<file path="src/rtl/ed_colour_classifier.sv">
`default_nettype none
// ============================================================================
// Module      : ed_colour_classifier
// Description : Classifies a raster of smoothed {R,G,B} pixels into line,
//               stop and background classes. Each classified pixel is written
//               back with a one-cycle latency. At end of frame, a restoring
//               divider computes the horizontal centroid of the line pixels.
//               The stop-pixel count is also compared against a threshold.
//               Optional macro ED_V_CENTROID_EN adds a vertical centroid.
//               With that macro, the divider runs for 64 cycles.
// Revision    : 1.0 - initial release
// ============================================================================
module ed_colour_classifier #(
  parameter int H_MAX  = 320,
  parameter int V_MAX  = 240,
  parameter int PIX_W  = 12,
  parameter int ADDR_W = 17
) (
  input  logic                 clk,
  input  logic                 reset,
  input  logic                 frame_start,
  input  logic                 pix_valid,
  input  logic [PIX_W-1:0]     data_in,
  input  logic [PIX_W-1:0]     line_min,
  input  logic [PIX_W/3-1:0]   stop_r_min,
  input  logic [PIX_W/3-1:0]   stop_g_max,
  input  logic [17:0]          stop_threshold,
  output logic                 wr_enable,
  output logic [ADDR_W-1:0]    write_addr,
  output logic [PIX_W-1:0]     data_out,
  output logic                 busy,
  output logic                 frame_done,
  output logic [9:0]           h_centroid,
  output logic [17:0]          line_count,
  output logic [17:0]          stop_sum,
`ifdef ED_V_CENTROID_EN
  output logic [8:0]           v_centroid,
`endif
  output logic                 stop_detect
);

  localparam int C_W   = PIX_W / 3;
  localparam int H_W   = $clog2(H_MAX + 1);
  localparam int V_W   = $clog2(V_MAX + 1);
  localparam int CNT_W = 18;
  localparam int SUM_W = 32;
  localparam int REM_W = CNT_W + 1;
  localparam int DIV_W = 6;
`ifdef ED_V_CENTROID_EN
  localparam int DIV_STEPS = 64;
`else
  localparam int DIV_STEPS = 32;
`endif

  localparam logic [H_W-1:0]   H_LAST     = H_W'(H_MAX);
  localparam logic [V_W-1:0]   V_LAST     = V_W'(V_MAX);
  localparam logic [CNT_W-1:0] CNT_SAT    = {CNT_W{1'b1}};
  localparam logic [DIV_W-1:0] DIV_LAST   = DIV_W'(DIV_STEPS - 1);
`ifdef ED_V_CENTROID_EN
  localparam logic [DIV_W-1:0] H_DIV_LAST = DIV_W'(SUM_W - 1);
`endif

  typedef enum logic [1:0] {
    S_IDLE = 2'd0,
    S_RUN  = 2'd1,
    S_DIV  = 2'd2,
    S_DONE = 2'd3
  } state_t;

  state_t              state_q, state_d;
  logic [H_W-1:0]      h_q, h_d;
  logic [V_W-1:0]      v_q, v_d;
  logic [ADDR_W-1:0]   addr_q, addr_d;
  logic [SUM_W-1:0]    h_sum_q, h_sum_d;
  logic [CNT_W-1:0]    line_cnt_q, line_cnt_d;
  logic [CNT_W-1:0]    stop_sum_q, stop_sum_d;
  logic [REM_W-1:0]    rem_q, rem_d;
  logic [DIV_W-1:0]    div_cnt_q, div_cnt_d;
  logic                wr_en_q, wr_en_d;
  logic [ADDR_W-1:0]   wr_addr_q, wr_addr_d;
  logic [PIX_W-1:0]    data_q, data_d;
  logic                done_q, done_d;
  logic [9:0]          h_cent_q, h_cent_d;
  logic                stop_det_q, stop_det_d;
`ifdef ED_V_CENTROID_EN
  logic [SUM_W-1:0]    v_sum_q, v_sum_d;
  logic [8:0]          v_cent_q, v_cent_d;
`endif

  // Channel split and classification of the incoming pixel
  logic [C_W-1:0]   w_r, w_g, w_b;
  logic             w_is_line, w_is_stop;
  logic [PIX_W-1:0] w_class_data;
  logic             w_start, w_last_pix;

  assign w_r = data_in[PIX_W-1 -: C_W];
  assign w_g = data_in[2*C_W-1 -: C_W];
  assign w_b = data_in[C_W-1:0];

  assign w_is_line = (w_r > line_min[PIX_W-1 -: C_W]) &&
                     (w_g > line_min[2*C_W-1 -: C_W]) &&
                     (w_b > line_min[C_W-1:0]);
  assign w_is_stop = (w_r > stop_r_min) && (w_g < stop_g_max);

  assign w_class_data = w_is_line ? {{C_W{1'b1}}, {C_W{1'b1}}, {C_W{1'b0}}} :
                        w_is_stop ? {{C_W{1'b1}}, {C_W{1'b0}}, {C_W{1'b0}}} :
                                    {PIX_W{1'b0}};

  // A restart is honoured in every state except the single DONE cycle
  assign w_start    = frame_start && (state_q != S_DONE);
  assign w_last_pix = (h_q == H_LAST) && (v_q == V_LAST);

  // One restoring-division step. The dividend shifts out MSB-first,
  // and quotient bits shift back into the same register.
  logic [SUM_W-1:0] w_dvd;
  logic [REM_W:0]   w_rem_sh;
  logic             w_fits;
  logic [REM_W-1:0] w_rem_nxt;
  logic [SUM_W-1:0] w_quo_nxt;
`ifdef ED_V_CENTROID_EN
  logic             w_div_hi;
  assign w_div_hi = (div_cnt_q > H_DIV_LAST);
  assign w_dvd    = w_div_hi ? v_sum_q : h_sum_q;
`else
  assign w_dvd    = h_sum_q;
`endif
  assign w_rem_sh  = {rem_q, w_dvd[SUM_W-1]};
  assign w_fits    = (w_rem_sh >= {2'b00, line_cnt_q});
  assign w_rem_nxt = w_fits ? (w_rem_sh[REM_W-1:0] - {1'b0, line_cnt_q})
                            : w_rem_sh[REM_W-1:0];
  assign w_quo_nxt = {w_dvd[SUM_W-2:0], w_fits};

  // Next-state logic: FSM transitions, pixel bookkeeping and divider control
  always_comb begin
    state_d    = state_q;
    h_d        = h_q;
    v_d        = v_q;
    addr_d     = addr_q;
    h_sum_d    = h_sum_q;
    line_cnt_d = line_cnt_q;
    stop_sum_d = stop_sum_q;
    rem_d      = rem_q;
    div_cnt_d  = div_cnt_q;
    wr_en_d    = 1'b0;
    wr_addr_d  = wr_addr_q;
    data_d     = data_q;
    done_d     = 1'b0;
    h_cent_d   = h_cent_q;
    stop_det_d = stop_det_q;
`ifdef ED_V_CENTROID_EN
    v_sum_d    = v_sum_q;
    v_cent_d   = v_cent_q;
`endif

    if (w_start) begin
      state_d    = S_RUN;
      h_d        = H_W'(1);
      v_d        = V_W'(1);
      addr_d     = '0;
      h_sum_d    = '0;
      line_cnt_d = '0;
      stop_sum_d = '0;
      rem_d      = '0;
      div_cnt_d  = '0;
`ifdef ED_V_CENTROID_EN
      v_sum_d    = '0;
`endif
    end else begin
      case (state_q)
        S_IDLE: begin
          state_d = S_IDLE;
        end
        S_RUN: begin
          if (pix_valid) begin
            wr_en_d   = 1'b1;
            wr_addr_d = addr_q;
            data_d    = w_class_data;
            if (w_is_line) begin
              h_sum_d = h_sum_q + SUM_W'(h_q);
`ifdef ED_V_CENTROID_EN
              v_sum_d = v_sum_q + SUM_W'(v_q);
`endif
              if (line_cnt_q != CNT_SAT) line_cnt_d = line_cnt_q + CNT_W'(1);
            end else if (w_is_stop) begin
              if (stop_sum_q != CNT_SAT) stop_sum_d = stop_sum_q + CNT_W'(1);
            end
            if (w_last_pix) begin
              state_d   = S_DIV;
              rem_d     = '0;
              div_cnt_d = '0;
            end else begin
              addr_d = addr_q + ADDR_W'(1);
              if (h_q == H_LAST) begin
                h_d = H_W'(1);
                v_d = v_q + V_W'(1);
              end else begin
                h_d = h_q + H_W'(1);
              end
            end
          end
        end
        S_DIV: begin
          rem_d = w_rem_nxt;
`ifdef ED_V_CENTROID_EN
          if (w_div_hi) v_sum_d = w_quo_nxt;
          else          h_sum_d = w_quo_nxt;
          // The second division starts from a clean remainder
          if (div_cnt_q == H_DIV_LAST) rem_d = '0;
`else
          h_sum_d = w_quo_nxt;
`endif
          if (div_cnt_q == DIV_LAST) state_d = S_DONE;
          else                       div_cnt_d = div_cnt_q + DIV_W'(1);
        end
        S_DONE: begin
          state_d    = S_IDLE;
          done_d     = 1'b1;
          // A zero divisor yields an all-ones quotient, so it is forced to 0
          h_cent_d   = (line_cnt_q == '0) ? 10'd0 : h_sum_q[9:0];
`ifdef ED_V_CENTROID_EN
          v_cent_d   = (line_cnt_q == '0) ? 9'd0 : v_sum_q[8:0];
`endif
          stop_det_d = (stop_sum_q > stop_threshold);
        end
        default: begin
          state_d = S_IDLE;
        end
      endcase
    end
  end

  // State and datapath registers with asynchronous clear
  always_ff @(posedge clk or posedge reset) begin
    if (reset) begin
      state_q    <= S_IDLE;
      h_q        <= '0;
      v_q        <= '0;
      addr_q     <= '0;
      h_sum_q    <= '0;
      line_cnt_q <= '0;
      stop_sum_q <= '0;
      rem_q      <= '0;
      div_cnt_q  <= '0;
      wr_en_q    <= 1'b0;
      wr_addr_q  <= '0;
      data_q     <= '0;
      done_q     <= 1'b0;
      h_cent_q   <= '0;
      stop_det_q <= 1'b0;
`ifdef ED_V_CENTROID_EN
      v_sum_q    <= '0;
      v_cent_q   <= '0;
`endif
    end else begin
      state_q    <= state_d;
      h_q        <= h_d;
      v_q        <= v_d;
      addr_q     <= addr_d;
      h_sum_q    <= h_sum_d;
      line_cnt_q <= line_cnt_d;
      stop_sum_q <= stop_sum_d;
      rem_q      <= rem_d;
      div_cnt_q  <= div_cnt_d;
      wr_en_q    <= wr_en_d;
      wr_addr_q  <= wr_addr_d;
      data_q     <= data_d;
      done_q     <= done_d;
      h_cent_q   <= h_cent_d;
      stop_det_q <= stop_det_d;
`ifdef ED_V_CENTROID_EN
      v_sum_q    <= v_sum_d;
      v_cent_q   <= v_cent_d;
`endif
    end
  end

  assign busy        = (state_q != S_IDLE);
  assign wr_enable   = wr_en_q;
  assign write_addr  = wr_addr_q;
  assign data_out    = data_q;
  assign frame_done  = done_q;
  assign h_centroid  = h_cent_q;
  assign line_count  = line_cnt_q;
  assign stop_sum    = stop_sum_q;
  assign stop_detect = stop_det_q;
`ifdef ED_V_CENTROID_EN
  assign v_centroid  = v_cent_q;
`endif

endmodule
`default_nettype wire
</file>
<file path="config.mk">
export PLATFORM = sky130hd
export DESIGN_NAME = ed_colour_classifier
export DESIGN_NICKNAME = d
export VERILOG_FILES = /design/src/rtl/ed_colour_classifier.sv
export SDC_FILE = /design/constraint.sdc
export NUM_CORES = 1
export LEC_CHECK = 0
export ABC_AREA = 1
export CORE_MARGIN = 4
export CORE_UTILIZATION = 43
export DETAILED_ROUTE_END_ITERATION = 16
export SLEW_MARGIN = 20
export SYNTH_ARGS = -nofsm -noshare
export SYNTH_HDL_FRONTEND = slang
export SYNTH_SLANG_ARGS = --single-unit
</file>
<file path="constraint.sdc">
create_clock -name clk -period 6.9 [get_ports clk]
set_input_delay 0.69 -clock clk [delete_from_list [all_inputs] [get_ports clk]]
set_output_delay 0.69 -clock clk [all_outputs]
set_load 0.01 [all_outputs]
</file>
==> flow_summary.json <==
{
  "clock_path_buffers": 2,
  "fp-row-count": 61,
  "r2r-start": "state_q[0]",
  "drcViolationCount": 0,
  "cp.arrival_ns": 4.43,
  "synth-main-ff-cell": "dfrtp_1",
  "first_iter_violations": 925,
  "grt_max_degree": 85,
  "synth_common_cells": "nand2_1 (613), inv_1 (238), nor2_1 (171), nand3_1 (164), dfrtp_1 (161)",
  "grt_pass1_wl_mm": 56.2,
  "reg2reg_to": "v_q[3]",
  "vdd_drop_max_uv": 444,
  "end_kind": "flip-flop",
  "clk_latency_ns": 0.44,
  "setup_viol": 0,
  "drive_above_1_share_pct": 3.37,
  "hp-start": "write_addr[4]",
  "io_buffers": 128,
  "ys_types": 45,
  "yosys.area.top_type": "dfrtp_1",
  "post_cts_resized": 0,
  "rrSetupSlack_ns": 2.84,
  "n_fill_cell": 2832,
  "yosysMostFrequentCell": "nand2_1",
  "crit_top_cell": "nand2_1",
  "rsz0062_at_grt": "no",
  "diodes": 0,
  "cts.htree.levels": 4,
  "cts_tree": "done",
  "status": "complete, no violations",
  "crit_buf_inv": 3,
  "start_util_pct": 43.7,
  "required_ns": 7.26,
  "max_stage_delay_ns": 0.63,
  "slew_viol_final": 0,
  "cts_sinks": 161,
  "routedWlPerCell_um": 14.2,
  "r2r_cells": 12,
  "slew-limit-headroom_pct": 35.3,
  "hp-class": "reg -> reg",
  "gp_congestion": 0.929,
  "die_w_um": 177,
  "crit_slowest_cell": "nand2_2",
  "cp-start-kind": "flip-flop",
  "grt.total_usage_pct": 21.7,
  "finish.utilization_pct": 51.3,
  "async_reset_ff_share_pct": 100,
  "syn_inst": 1843,
  "syn2layout_area_growth_pct": 17.2,
  "ys_ff_latch": 161,
  "power_density_nw_per_um2": 372,
  "dp_slack_ns": 2.80,
  "cts_setup_buffers": 0,
  "overflow": 0,
  "path_class": "reg -> reg",
  "setup_ws_ns": 2.84,
  "num_vias": 11800,
  "cp_max_fo": 44,
  "ys.warnings.count": 0,
  "whs_path_depth": 2,
  "clk_pin_slew_ns": 0.07,
  "synthTopCellsByArea": "dfrtp_1 (33%), nand2_1 (19%), ha_1 (7.9%)",
  "yosysTopAreaCellShare_pct": 33.0,
  "dieArea_sq_um": 31200,
  "fin_worst_skew_ns": 0.0122,
  "critical_path.top_delay_family": "simple AND/OR/NAND/NOR gates",
  "syn_area_sq_um": 12200,
  "ys_seq_area_share_pct": 33.0,
  "syn_avg_cell_area_sq_um": 6.63,
  "holdBufCountCts": 0,
  "maxCapViolCount": 0,
  "hold_path_end": "write_addr[4]",
  "grt_pass1_vias": 11300,
  "hold_viol_final": 0,
  "dr.pass1.iters": 5,
  "nNetsFinal": 2076,
  "period_needed_ns": 4.06,
  "place_hpwl_mm": 24.9,
  "fmax_mhz": 246,
  "synth-edff-count": 0,
  "worst_pin_slew_ns": 0.970,
  "antenna_left": 0,
  "antenna_found_initial": 1,
  "post-route-period-util_pct": 58.9,
  "ios": 133,
  "die_height_um": 177,
  "design.core.area_sq_um": 27900,
  "cts_buffers": 17,
  "vias_per_cell": 5.05,
  "fin_tns_setup_ns": 0,
  "routed_wl_mm": 33.2,
  "crit_path_cell_trace": "ha_1 -> inv_2 -> nand2_4 -> inv_4 -> nand2_2 -> nand2_2 -> inv_4 -> nor2_4 -> nand2_1 -> nand2_1 -> nand2_1 -> nor2_1",
  "cts_root_buf": "clkbuf_16",
  "power_leakage_nw": 7.13
}
routing by layer:
layer	vias to the layer above	GRT usage [%]	share of wire (%)
met4	2	5.22	1.3
li1	6073	-	-
met3	33	2.68	4.6
met5	-	0	0.051
met1	5383	30.3	47
met2	288	36.1	47
kinds of logic (layout without fill, tap and decap cells):
family | after synthesis | in the layout | synth area share, %
AND/OR/NAND/NOR | 1070 | 1070 | 37.3
buffers and inverters | 303 | 413 | 10.1
AO/OA/AOI/OAI | 177 | 177 | 7.64
flip-flops | 161 | 161 | 33.0
adder cells (fa/ha/maj) | 79 | 79 | 8.21
XOR/XNOR | 50 | 50 | 3.58
multiplexers | 2 | 2 | 0.164
other | 1 | 4 | 0.0307
per-stage QoR:
step | cell area [sq um] | hold slack, ns | instances | total power, W
detailed placement | 13700 | 0.466 | 2302 | 0.00436
finish | 14300 | 0.476 | 2334 | 0.00533
CTS | 14300 | 0.485 | 2334 | 0.00537
global placement | 13700 | 0.463 | 2302 | 0.00435
global route | 14300 | 0.501 | 2334 | 0.00588
floorplan | 12200 | 0.449 | 1846 | 0.00360
tightest hold or removal path: stages (launching register included):
cell and delay (ns):
dfrtp_1 0.34, nand2_1 0.05, nand2_1 0.05
layout make-up:
class                   count  area (sq um)  area share, %
clock buffers              18           439           3.07
clock inverters            14           161           1.13
inverters                 249           945           6.60
multi-input cells        1382          6960           48.6
flip-flops and latches    161          4030           28.1
well taps                 378           473           3.30
repair buffers            132          1320           9.18
state kept, by name, summed over array words and instances (netlist names):
name,cells
stop_sum,18
state_q,2
line_count,18
data_out,2
h_centroid,10
wr_enable,1
write_addr,17
h_sum_q,32
h_q,9
rem_q,19
frame_done,1
addr_q,17
v_q,8
stop_detect,1
div_cnt_q,6
worst max-delay path by stage:
stage / cells after the start / from / endpoint / slack (ns)
detailed placement: 11 / frame_start / v_q[3] / 2.80
floorplan: 1 / reset / addr_q[0] / 1.86
global placement: 11 / frame_start / v_q[3] / 2.86
global route: 12 / state_q[0] / v_q[2] / 2.39
finish: 12 / state_q[0] / v_q[3] / 2.84
CTS: 12 / state_q[0] / v_q[3] / 2.83
cells in the final DEF, fill, tap and decap left out, types with 17 or more instances in the layout:
master	synthesis	layout
a21oi_1	52	52
clkbuf_16	0	17
clkdlybuf4s50_1	0	128
dfrtp_1	161	161
ha_1	77	77
inv_1	238	237
nand2_1	613	613
nand3_1	164	164
nand4_1	45	45
nor2_1	171	171
nor3_1	39	39
o21ai_0	100	100
xnor2_1	18	18
xor2_1	32	32
where the power goes:
group | switching [W] | internal [W] | total (W)
clock | 0.000452 | 0.000530 | 0.000982
sequential | 0.000207 | 0.00112 | 0.00132
combinational | 0.00197 | 0.00105 | 0.00302
(Power assumes the default switching activity.)
